## config.mk

```make
export PLATFORM = sky130hd
export DESIGN_NAME = systolic_sequencer
export DESIGN_NICKNAME = d
export VERILOG_FILES = /design/src/rtl/systolic_pkg.sv /design/src/rtl/systolic_sequencer.sv
export SDC_FILE = /design/constraint.sdc
export NUM_CORES = 1
export LEC_CHECK = 0
export CAP_MARGIN = 10
export CORE_MARGIN = 1.5
export CORE_UTILIZATION = 49
export DETAILED_ROUTE_END_ITERATION = 12
export HOLD_SLACK_MARGIN = 0.1
export PLACE_DENSITY_LB_ADDON = 0.15
export SLEW_MARGIN = 10
export SYNTH_ARGS = -nofsm -noshare
export SYNTH_HDL_FRONTEND = slang
export SYNTH_SLANG_ARGS = --single-unit
```

## constraint.sdc

```tcl
create_clock -name clk -period 6.35 [get_ports clk]
set_clock_uncertainty 0.15 [all_clocks]
set_input_delay 0.9525 -clock clk [delete_from_list [all_inputs] [get_ports clk]]
set_output_delay 0.9525 -clock clk [all_outputs]
set_load 0.01 [all_outputs]
```

## src/rtl/systolic_pkg.sv

```systemverilog
// Shared types and constants for the 4x4 systolic-array sequencer.
// Widths here are defaults; the sequencer re-exposes them as parameters.
package systolic_pkg;

    localparam int ARRAY_DIM         = 4;
    localparam int RESULTS_PER_INSTR = ARRAY_DIM * ARRAY_DIM;
    // Skew across the array plus one cycle of input-memory read latency.
    localparam int DRAIN_CYCLES      = 2 * (ARRAY_DIM - 1) + 1;

    localparam int K_W     = 4;
    localparam int IADDR_W = 3;
    localparam int COL_W   = 8;
    localparam int OADDR_W = 7;

    typedef enum logic [2:0] {
        S_IDLE   = 3'd0,
        S_FETCH  = 3'd1,
        S_DECODE = 3'd2,
        S_FEED   = 3'd3,
        S_DRAIN  = 3'd4,
        S_WRITE  = 3'd5,
        S_DONE   = 3'd6
    } state_t;

endpackage

```

## src/rtl/systolic_sequencer.sv

```systemverilog
// Instruction-driven controller for the 4x4 systolic matmul datapath.
// All outputs are registered from the next-state decode, so they line up with the state they belong to.
module systolic_sequencer
    import systolic_pkg::*;
#(
    parameter int K_W          = systolic_pkg::K_W,
    parameter int IADDR_W      = systolic_pkg::IADDR_W,
    parameter int COL_W        = systolic_pkg::COL_W,
    parameter int OADDR_W      = systolic_pkg::OADDR_W,
    parameter int DRAIN_CYCLES = systolic_pkg::DRAIN_CYCLES
) (
    input  logic               clk,
    input  logic               rst,
    input  logic               ap_start,
    output logic               ap_done,
    output logic               busy,
    output logic               instr_rd_en,
    output logic [IADDR_W-1:0] instr_addr,
    input  logic [K_W-1:0]     instr_data,
    output logic               ab_rd_en,
    output logic [COL_W-1:0]   rd_col,
    output logic               sa_clear,
    output logic               o_wr_en,
    output logic [OADDR_W-1:0] o_base,
    output logic [K_W-1:0]     cur_k,
    output logic               err_ovf
);

    localparam int CNT_W = (K_W > $clog2(DRAIN_CYCLES + 1)) ? K_W : $clog2(DRAIN_CYCLES + 1);
    localparam logic [COL_W:0] COL_LIMIT = {1'b1, {COL_W{1'b0}}};

    state_t             state_r, state_nxt_s;
    logic [IADDR_W-1:0] instr_idx_r, instr_idx_nxt_s;
    logic [COL_W-1:0]   col_ptr_r, col_ptr_nxt_s;
    logic [CNT_W-1:0]   cnt_r, cnt_nxt_s;
    logic [OADDR_W-1:0] o_base_nxt_s;
    logic [K_W-1:0]     cur_k_nxt_s;
    logic               err_ovf_nxt_s, ap_done_nxt_s;
    logic [COL_W:0]     col_sum_s;
    logic               busy_nxt_s, instr_rd_en_nxt_s, ab_rd_en_nxt_s, o_wr_en_nxt_s;
    logic [IADDR_W-1:0] instr_addr_nxt_s;
    logic [COL_W-1:0]   rd_col_nxt_s;

    // Next-state, counters and sticky status.
    always_comb begin
        state_nxt_s     = state_r;
        instr_idx_nxt_s = instr_idx_r;
        col_ptr_nxt_s   = col_ptr_r;
        cnt_nxt_s       = cnt_r;
        o_base_nxt_s    = o_base;
        cur_k_nxt_s     = cur_k;
        err_ovf_nxt_s   = err_ovf;
        ap_done_nxt_s   = ap_done;
        col_sum_s       = {1'b0, col_ptr_r} + {{(COL_W + 1 - K_W){1'b0}}, instr_data};
        case (state_r)
            S_IDLE, S_DONE: begin
                if (ap_start) begin
                    ap_done_nxt_s   = 1'b0;
                    err_ovf_nxt_s   = 1'b0;
                    instr_idx_nxt_s = '0;
                    col_ptr_nxt_s   = '0;
                    o_base_nxt_s    = '0;
                    state_nxt_s     = S_FETCH;
                end else begin
                    // ap_done trails entry into DONE by one cycle and then holds.
                    ap_done_nxt_s = (state_r == S_DONE);
                end
            end
            S_FETCH: begin
                state_nxt_s = S_DECODE;
            end
            S_DECODE: begin
                cur_k_nxt_s = instr_data;
                if (instr_data == '0) begin
                    state_nxt_s = S_DONE;
                end else if (col_sum_s > COL_LIMIT) begin
                    err_ovf_nxt_s = 1'b1;
                    state_nxt_s   = S_DONE;
                end else begin
                    cnt_nxt_s   = CNT_W'(instr_data);
                    state_nxt_s = S_FEED;
                end
            end
            S_FEED: begin
                col_ptr_nxt_s = col_ptr_r + {{(COL_W - 1){1'b0}}, 1'b1};
                if (cnt_r == CNT_W'(1)) begin
                    cnt_nxt_s   = CNT_W'(DRAIN_CYCLES);
                    state_nxt_s = S_DRAIN;
                end else begin
                    cnt_nxt_s = cnt_r - CNT_W'(1);
                end
            end
            S_DRAIN: begin
                if (cnt_r == CNT_W'(1)) begin
                    cnt_nxt_s   = '0;
                    state_nxt_s = S_WRITE;
                end else begin
                    cnt_nxt_s = cnt_r - CNT_W'(1);
                end
            end
            S_WRITE: begin
                o_base_nxt_s    = o_base + OADDR_W'(RESULTS_PER_INSTR);
                instr_idx_nxt_s = instr_idx_r + {{(IADDR_W - 1){1'b0}}, 1'b1};
                if (instr_idx_r == '1) begin
                    state_nxt_s = S_DONE;
                end else begin
                    state_nxt_s = S_FETCH;
                end
            end
            default: begin
                state_nxt_s = S_IDLE;
            end
        endcase
    end

    // Output decode from the upcoming state; sa_clear shares instr_rd_en's FETCH-only timing.
    always_comb begin
        busy_nxt_s        = 1'b1;
        instr_rd_en_nxt_s = 1'b0;
        instr_addr_nxt_s  = '0;
        ab_rd_en_nxt_s    = 1'b0;
        rd_col_nxt_s      = '0;
        o_wr_en_nxt_s     = 1'b0;
        case (state_nxt_s)
            S_IDLE, S_DONE: busy_nxt_s = 1'b0;
            S_FETCH: begin
                instr_rd_en_nxt_s = 1'b1;
                instr_addr_nxt_s  = instr_idx_nxt_s;
            end
            S_FEED: begin
                ab_rd_en_nxt_s = 1'b1;
                rd_col_nxt_s   = col_ptr_nxt_s;
            end
            S_WRITE: o_wr_en_nxt_s = 1'b1;
            default: busy_nxt_s = 1'b1;
        endcase
    end

    // State, counters and registered outputs; rst overrides everything.
    always_ff @(posedge clk) begin
        if (rst) begin
            state_r     <= S_IDLE;
            instr_idx_r <= '0;
            col_ptr_r   <= '0;
            cnt_r       <= '0;
            o_base      <= '0;
            cur_k       <= '0;
            err_ovf     <= 1'b0;
            ap_done     <= 1'b0;
            busy        <= 1'b0;
            instr_rd_en <= 1'b0;
            instr_addr  <= '0;
            ab_rd_en    <= 1'b0;
            rd_col      <= '0;
            sa_clear    <= 1'b0;
            o_wr_en     <= 1'b0;
        end else begin
            state_r     <= state_nxt_s;
            instr_idx_r <= instr_idx_nxt_s;
            col_ptr_r   <= col_ptr_nxt_s;
            cnt_r       <= cnt_nxt_s;
            o_base      <= o_base_nxt_s;
            cur_k       <= cur_k_nxt_s;
            err_ovf     <= err_ovf_nxt_s;
            ap_done     <= ap_done_nxt_s;
            busy        <= busy_nxt_s;
            instr_rd_en <= instr_rd_en_nxt_s;
            instr_addr  <= instr_addr_nxt_s;
            ab_rd_en    <= ab_rd_en_nxt_s;
            rd_col      <= rd_col_nxt_s;
            sa_clear    <= instr_rd_en_nxt_s;
            o_wr_en     <= o_wr_en_nxt_s;
        end
    end

endmodule

```

== Word-level counts from Yosys, hierarchy flattened ==
Index checks and enable logic that the tools add are counted.

* Flip-flop bits (word level): 46
* Bits in latches: 0
* Bits in writable memories: 0
* Bits in read-only memories: 0
* Input bits: 7
* Output and inout bits: 29
* Logic and storage cells: 78
* Memories: 0

* Add/sub/neg operators: 5
* Multiply operators: 0
* Divide/modulo/power cells: 0
* Order comparisons: 1
* Equality and inequality tests: 16
* Shifts and indexed selects: 0
* Mux-type cells: 27
* Bitwise operators: 2
* Reductions and logical operators: 13

{| class="wikitable"
|+ Operator list
! operator !! count
|-
| $mux 3 || 7
|-
| $eq 3x3->1 const B || 6
|-
| $pmux 3 s6 || 1
|-
| $mux 4 || 4
|-
| $pmux 8 s2 || 1
|-
| $pmux 7 s2 || 1
|-
| $pmux 4 s3 || 1
|-
| $add 8x4->9 || 1
|-
| $eq 3x2->1 const B || 3
|-
| $gt 9x9->1 const B || 1
|-
| $add 8x1->8 const B || 1
|-
| $mux 1 || 8
|-
| $mux 8 || 1
|-
| $ne 2x2->1 const B || 4
|-
| $reduce_or 2->1 || 4
|-
| $add 7x5->7 const B || 1
|-
| $mux 7 || 1
|-
| $eq 3x1->1 const B || 2
|-
| $logic_not 3->1 || 2
|-
| $pmux 3 s2 || 1
|-
| $eq 4x1->1 const B || 1
|-
| $logic_not 4->1 || 1
|-
| $reduce_and 4->1 || 1
|-
| $reduce_bool 2->1 || 2
|-
| other kinds (7) || 8
|}

== Depth between registers and ports, before layout ==
* Word-level depth: 8
* Mapped depth: 9
* Depth with buffers taken out: 8

== Worst setup path before layout ==
OpenSTA, ideal clock, no wires.

* Path kind: input -> register
* Start: input port instr_data[0]
* End: register rd_col[7]
* Library setup time: 0.062 ns
* Data arrival time: 3.363 ns
* Required time: 6.138 ns
* Slack: 2.775 ns
* Stages: 9
* Buffers on the path: 1
* Path through: ha_1 > fa_1 > xor2_1 > or4b_1 > o211a_4 > a2bb2oi_1 > or4_1 > buf_4 > nor2b_2

* Cells in the longest elaborated chain, start to end: 8
* Elaborated cells on any way between the ends: 9
* Classes of those cells: add/sub (1); order compare (1); eq/ne (1); mux (3); bitwise (1); reduce/logical (2)

{| class="wikitable"
|+ RTL lines
! element !! line !! RTL
|-
| start, declared || systolic_sequencer.sv:19 || <nowiki>input logic [K_W-1:0] instr_data,</nowiki>
|-
| $add 8x4->9 || systolic_sequencer.sv:54 || <nowiki>col_sum_s = {1'b0, col_ptr_r} + {{(COL_W + 1 - K_W){1'b0}}, instr_data};</nowiki>
|-
| $gt 9x9->1 || systolic_sequencer.sv:76 || <nowiki>end else if (col_sum_s > COL_LIMIT) begin</nowiki>
|-
| $mux 3 || systolic_sequencer.sv:76 ||
|-
| $mux 3 * || systolic_sequencer.sv:74 || <nowiki>if (instr_data == '0) begin</nowiki>
|-
| $pmux 3 s6 * || systolic_sequencer.sv:55 || <nowiki>case (state_r)</nowiki>
|-
| $eq 3x2->1 * || systolic_sequencer.sv:124 || <nowiki>case (state_nxt_s)</nowiki>
|-
| $not 1->1 (no line) * || -- ||
|-
| $reduce_or 2->1 (no line) * || -- ||
|-
| end signal, assigned || systolic_sequencer.sv:170 || <nowiki>rd_col <= rd_col_nxt_s;</nowiki>
|-
| end, declared || systolic_sequencer.sv:21 || <nowiki>output logic [COL_W-1:0] rd_col,</nowiki>
|}

Every way passes the cells marked *; elsewhere a longest branch is shown, timed or not.
A chain may end at the register's enable or synchronous reset.

== Worst setup path in the final report ==
* Start: input port instr_data[0]
* End: register rd_col[6]

Same word-level chain as after synthesis.

==> results.ini <==
[outcome]
outcome = completed

[timing]
total_count_of_hold_check_failures_in_the_final_report = 0
fin_tns_setup_ns = 0
relSlewSlack_pct = 43.2
grt_setup_unrepaired = false
final.period_utilization_pct = 63.2
achievable-frequency_mhz = 249
setup_viol = 0
drv_slew = 0
layout_setup_ws_ns = 2.33
worst-slew-pin-transition_ns = 0.840
time_the_final_worst_path_needs_with_i_o_delays_and_setup_ns = 4.02

[grt]
grt.total_usage_pct = 21.4
antenna_found_initial = 0
grt_start_max_net_pins = 27
grt_pass1_vias = 1551
grt-ovfl-total = 0
global_route_wire_length_before_repair_um = 7190

[route]
drt-wirelength-per-cell_um = 13.8
drt_initial_violations = 92
drt_pass1_iterations = 4
drc = 0
antenna_violating_nets_remaining = 0
vias = 1739
vias_per_cell = 5.43
total_routed_wirelength_um = 4410

[clocking]
worst_setup_hold_path_clk_slew_ns = 0.08
cts_sinks = 42
cts_hold_repair.buffers = 0
cts_setup_buffers = 0
htreeDepth = 2
cts_tree = done
cts_inserted_buffers = 5
clk_path_buf_depth = 2
clk_root_buffer_cell = sky130_fd_sc_hd__clkbuf_8
cts_resized = 0
worstSkewPairLatency_ns = 0.30

[pwr]
vdd_ir_drop_max_mv = 0.158
p_leak_nw = 0.975
report.power.total_mw = 0.622
power_density_nw_per_um2 = 254

[worst_setup_path]
regToRegSetupSlack_ns = 3.08
timing.critical_path.slowest_stage_cell = sky130_fd_sc_hd__or4_1
crit_chain = clkdlybuf4s50_1 > ha_1 > fa_1 > xor2_1 > or4b_1 > o211a_4 > a2bb2oi_1 > or4_1 > nor2_1
criticalPathCategory = in2reg
critical_path.max_fanout = 9
cp_num_cells = 9
timing.critical_path.required_ns = 6.43
max_stage_delay_ns = 0.75
crit_arrival_ns = 4.10
critical-path-top-delay-family = simple AND/OR/NAND/NOR gates
worst-path-buf-inv = 1
worst_setup_path_end_kind = flop
startpoint_types = primary input
cell_depth_of_the_worst_flop_to_flop_path = 8

[place]
globalplace.congestion = 0.832
buffer_ports.inserted = 31
post-dp-hpwl_um = 3190
cell_total_after_placement = 313
place_ws_ns = 2.01

[synth]
synthDistinctLibCells = 49
mean_cell_area_of_the_mapped_netlist_um2 = 8.33
ys.flop_type = sky130_fd_sc_hd__dfxtp_1
synth-seq-area-share_pct = 41.7
postSynthCellCount = 242
synthesis.area_um2 = 2020
synth-seq-cells = 42
ys_async_rst_share_pct = 0
synth-edff-count = 0
yosysWarnings = 0

[floorplan]
die_h_um = 67.2
dieArea_um2 = 4510
top_level_ports = 36
core_region_area_um2 = 3970
fp-row-count = 23
initial_core_util_pct = 50.8
die_x_um = 67.2

[min_path]
hold-path-cell-count = 2
holdCritPathClass = reg2reg

[final_layout]
post_route_cells_drive_above_1_share_pct = 5.19
antenna-diode-count = 0
final-instance-count-excl-fill = 320
finalCoreUtilization_pct = 61.6
nets = 288
syn_to_final_growth_pct = 21.3

[flow_run]
max_capacitance_violation_count = 0

-- worst paths after layout --
check	startpoint	endpoint
setup / recovery	instr_data[0]	rd_col[6]
hold / removal	cur_k[2]	cur_k[2]
setup reg to reg	col_ptr_r[0]	rd_col[6]
hold reg to reg	cur_k[2]	cur_k[2]
-- cell usage after synthesis (2+ instances only) --
master / count / area share [%]
sky130_fd_sc_hd__xor2_1: 2 / 0.87
sky130_fd_sc_hd__a221oi_1: 3 / 1.3
sky130_fd_sc_hd__o21ai_0: 16 / 4.0
sky130_fd_sc_hd__nor3_1: 7 / 1.7
sky130_fd_sc_hd__nor4_1: 2 / 0.62
sky130_fd_sc_hd__a21oi_1: 20 / 5.0
sky130_fd_sc_hd__nand4_1: 2 / 0.62
sky130_fd_sc_hd__or2_2: 2 / 0.62
sky130_fd_sc_hd__a31oi_1: 2 / 0.62
sky130_fd_sc_hd__mux2i_1: 2 / 0.99
sky130_fd_sc_hd__nand2_1: 23 / 4.3
sky130_fd_sc_hd__nand2b_1: 4 / 1.2
sky130_fd_sc_hd__a311oi_1: 2 / 0.87
sky130_fd_sc_hd__nor3b_1: 3 / 1.1
sky130_fd_sc_hd__nand3_1: 4 / 0.99
sky130_fd_sc_hd__and3_1: 8 / 2.5
sky130_fd_sc_hd__nor2b_1: 2 / 0.62
sky130_fd_sc_hd__or3_1: 2 / 0.62
sky130_fd_sc_hd__inv_1: 8 / 1.5
sky130_fd_sc_hd__a211oi_1: 2 / 0.74
sky130_fd_sc_hd__buf_4: 6 / 2.2
sky130_fd_sc_hd__ha_1: 10 / 6.2
sky130_fd_sc_hd__dfxtp_1: 42 / 42
sky130_fd_sc_hd__nor2_1: 35 / 6.5
sky130_fd_sc_hd__a22oi_1: 2 / 0.74
sky130_fd_sc_hd__clkbuf_1: 8 / 1.5
-- power breakdown --
group          switching, mW  internal (mW)
logic                 0.0655         0.0482
clock network         0.0913          0.126
registers             0.0149          0.276
-- state kept, by name (all words and copies together) (netlist names) --
register     flops
ab_rd_en         1
ap_done          1
busy             1
cnt_r            4
col_ptr_r        8
cur_k            4
err_ovf          1
instr_addr       3
instr_idx_r      3
o_base           3
o_wr_en          1
rd_col           8
sa_clear         1
state_r          3
-- cell families after synthesis --
| logic type | after synthesis | share of synthesized area [%] |
|---|---|---|
| AND/OR/NAND/NOR | 102 | 24.9 |
| AO/OA/AOI/OAI | 59 | 18.5 |
| flip-flops | 42 | 41.7 |
| buffers and inverters | 22 | 5.21 |
| adder cells (fa/ha/maj) | 11 | 7.20 |
| XOR/XNOR | 3 | 1.30 |
| multiplexers | 2 | 0.993 |
| other | 1 | 0.186 |
-- final cells by class --
type	instances	area, um2
Clock buffer	6	82.6
Sequential cell	42	841
Multi-Input combinational cell	181	1080
Inverter	8	30.0
Fill cell	379	1530
Tap cell	50	62.6
Timing Repair Buffer	32	318
Clock inverter	1	30.0
-- tightest hold or removal path, cell delays in order, from the launching register on --
cell,delay (ns)
sky130_fd_sc_hd__dfxtp_1,0.31
sky130_fd_sc_hd__nand2_1,0.05
sky130_fd_sc_hd__a21oi_1,0.05
-- per-stage QoR --
step | hold WS [ns] | area, um2
final | 0.310 | 2450
after global placement | 0.292 | 2330
after CTS | 0.310 | 2450
after floorplan | 0.331 | 2030
after detailed placement | 0.299 | 2330
after global routing | 0.324 | 2450
-- per-layer routing --
metal	vias up	track usage, %	wire length, um
met5	-	0	0
met4	0	8.42	74
met3	8	4.83	205
met2	41	35.0	2020
met1	793	27.2	2110
li1	897	-	-
-- placed cells by master, fill, tap and decap left out, types with 2 or more instances in the layout --
cell                              instances
sky130_fd_sc_hd__a311oi_1                 2
sky130_fd_sc_hd__nand2_1                 23
sky130_fd_sc_hd__conb_1                   4
sky130_fd_sc_hd__clkdlybuf4s50_1         31
sky130_fd_sc_hd__nor2b_1                  2
sky130_fd_sc_hd__mux2i_1                  2
sky130_fd_sc_hd__nand3_1                  4
sky130_fd_sc_hd__and3_1                   8
sky130_fd_sc_hd__ha_1                    10
sky130_fd_sc_hd__a221oi_1                 3
sky130_fd_sc_hd__or2_2                    2
sky130_fd_sc_hd__nor2_1                  35
sky130_fd_sc_hd__o21ai_0                 16
sky130_fd_sc_hd__nor4_1                   2
sky130_fd_sc_hd__a31oi_1                  2
sky130_fd_sc_hd__a22oi_1                  2
sky130_fd_sc_hd__inv_1                    8
sky130_fd_sc_hd__clkbuf_8                 6
sky130_fd_sc_hd__dfxtp_1                 42
sky130_fd_sc_hd__a211oi_1                 2
sky130_fd_sc_hd__nand4_1                  2
sky130_fd_sc_hd__nor3b_1                  3
sky130_fd_sc_hd__nor3_1                   7
sky130_fd_sc_hd__a21oi_1                 20
sky130_fd_sc_hd__nand2b_1                 4
sky130_fd_sc_hd__or3_1                    2
sky130_fd_sc_hd__xor2_1                   2
(Power assumes the default switching activity.)
==> patch (same flow settings) <==
Reset style: asynchronous (`rst`), changed in one clocked block.
--- a/src/rtl/systolic_sequencer.sv
+++ b/src/rtl/systolic_sequencer.sv
@@ -139,3 +139,3 @@
     // State, counters and registered outputs; rst overrides everything.
-    always_ff @(posedge clk) begin
+    always_ff @(posedge clk or posedge rst) begin
         if (rst) begin
Check against the original RTL: differs if rst is asserted again (counterexample within 4 cycles, from zero or initial values and one cycle with rst high); with rst held inactive, the same outputs for 10 cycles.
==> patch against the original RTL <==
Count of clock-buffer cells in the layout up 1; wire length is 19% higher; sequential cell count unchanged; global-route usage grew 0.49 points; largest cell class unchanged; worst setup slack better by 280 ps; cell area grew 16%; area after synthesis grew 21%.
Power is not compared: it rests on default switching activity, and its combinational part moved more than twofold at a synthesized area within 25%.
==> patch: results <==
{
  "maxSlewHeadroom_pct": 44.8,
  "cts_made_buffers": 5,
  "startpoint": "instr_data[0]",
  "clk_latency_ps": 300,
  "dr.first_iter.drc_count": 161,
  "min_path_cells": 2,
  "grt_pass1_vias": 1902,
  "grt_first_pass_wirelength_um": 9090,
  "synth_commonest_cells": "dfrtp_1, nand2_1, a21oi_1",
  "status": "finished clean",
  "min_from": "cur_k[2]$_DFFE_PP0P_",
  "slowest_stage": "clkdlybuf4s50_1",
  "dr.pass1.iters": 4,
  "seq_area_frac_synth_pct": 42.9,
  "drive_gt1_share_pct": 5.46,
  "clk_pin_slew_worst_paths_ps": 80,
  "placed_cells": 353,
  "async_flop_share_pct": 100,
  "r2r-end": "rd_col[6]$_DFF_PP0_",
  "syn_avg_cell_area_um2": 9.04,
  "antenna_found_initial": 0,
  "htreeDepth": 2,
  "post_cts_buffers": 0,
  "grt_max_degree": 43,
  "io_buffer_count": 31,
  "worstPathMaxFanout": 9,
  "crit_arrival_ps": 3770,
  "hold_class": "flip-flop to flip-flop",
  "place_hpwl_um": 3710,
  "viasPerCell": 5.75,
  "final_core_util_pct": 59.7,
  "power_leakage_uw": 0.00121,
  "rr_startpoint": "col_ptr_r[0]$_DFF_PP0_",
  "nFillCells": 423,
  "ys_top_cells_by_area": "dfrtp_1, ha_1, a21oi_1",
  "r2r_slack_ps": 3300,
  "critPathMaxStageDelay_ps": 540,
  "clockBufferDepth": 2,
  "dp_slack_ps": 2310,
  "antennaDiodeCount": 0,
  "min_to": "cur_k[2]$_DFFE_PP0P_",
  "wl_per_cell_um": 14.6,
  "synth_cell_types": 56,
  "finalHoldWorstSlack_ps": 326,
  "clk_root_buffer_cell": "clkbuf_8",
  "postRouteAntennaNets": 0,
  "vias": 2070,
  "ff2ff_path_depth": 7,
  "dpl_cell_area_um2": 2760,
  "top_regs": "col_ptr_r: 8 flops, rd_col: 8 flops",
  "layout.nets": 311,
  "place_congestion": 0.862,
  "yosysWarnings": 0,
  "grt.total_usage_pct": 21.8,
  "peakVddDrop_mv": 0.203,
  "cts_resized": 0
}
-- patch: cell type report --
| type | instances | area share [%] |
|---|---|---|
| clock buffers | 7 | 2.69 |
| inverters | 11 | 1.46 |
| multi-input cells | 200 | 44.4 |
| flip-flops and latches | 42 | 37.0 |
| well taps | 67 | 2.95 |
| repair buffers | 33 | 11.5 |
-- patch: logic make-up (layout without fill, tap and decap cells) --
kind of cell | Yosys count | count (layout) | share of synthesized area, %
and+or+nand+nor | 97 | 97 | 19.7
DFF | 42 | 42 | 42.9
muxes | 3 | 3 | 1.28
adders and majority gates | 11 | 11 | 5.92
other | 1 | 4 | 0.153
AOI/OAI and AO/OA | 82 | 82 | 22.9
buffers and inverters | 32 | 51 | 6.13
xor gates and xnor gates | 3 | 3 | 1.07
-- patch: power breakdown --
group | internal (uW) | switching [uW] | total (uW) | leakage, uW
combinational | 263 | 370 | 633 | 0.000628
clock | 75.7 | 86.8 | 162 | 0.0000383
sequential | 339 | 83.3 | 423 | 0.000548
-- patch: how the worst max path moves through the flow --
stage / to / slack [ps]
after global placement: rd_col[6]$_DFF_PP0_ / 2400
after floorplan: cnt_r[3]$_DFFE_PP0P_ / 3190
after detailed placement: rd_col[6]$_DFF_PP0_ / 2310
final: rd_col[6]$_DFF_PP0_ / 2620
after global routing: rd_col[6]$_DFF_PP0_ / 2420
after CTS: rd_col[6]$_DFF_PP0_ / 2610
-- patch: layer usage --
layer  share of wire, %  vias to the layer above  global-route usage, %
met5                  0                        -                      0
met4                1.6                        0                   7.41
met3                4.4                        8                   5.62
met2                 46                       47                   33.3
met1                 48                     1004                   30.1
li1                   -                     1011                      -
-- patch: critical path: cells and delay by family --
family / cells / cell delay [ps]
simple gates: 2 / 710
fa+ha+maj: 2 / 660
buf+inv: 1 / 540
compound gates: 3 / 910
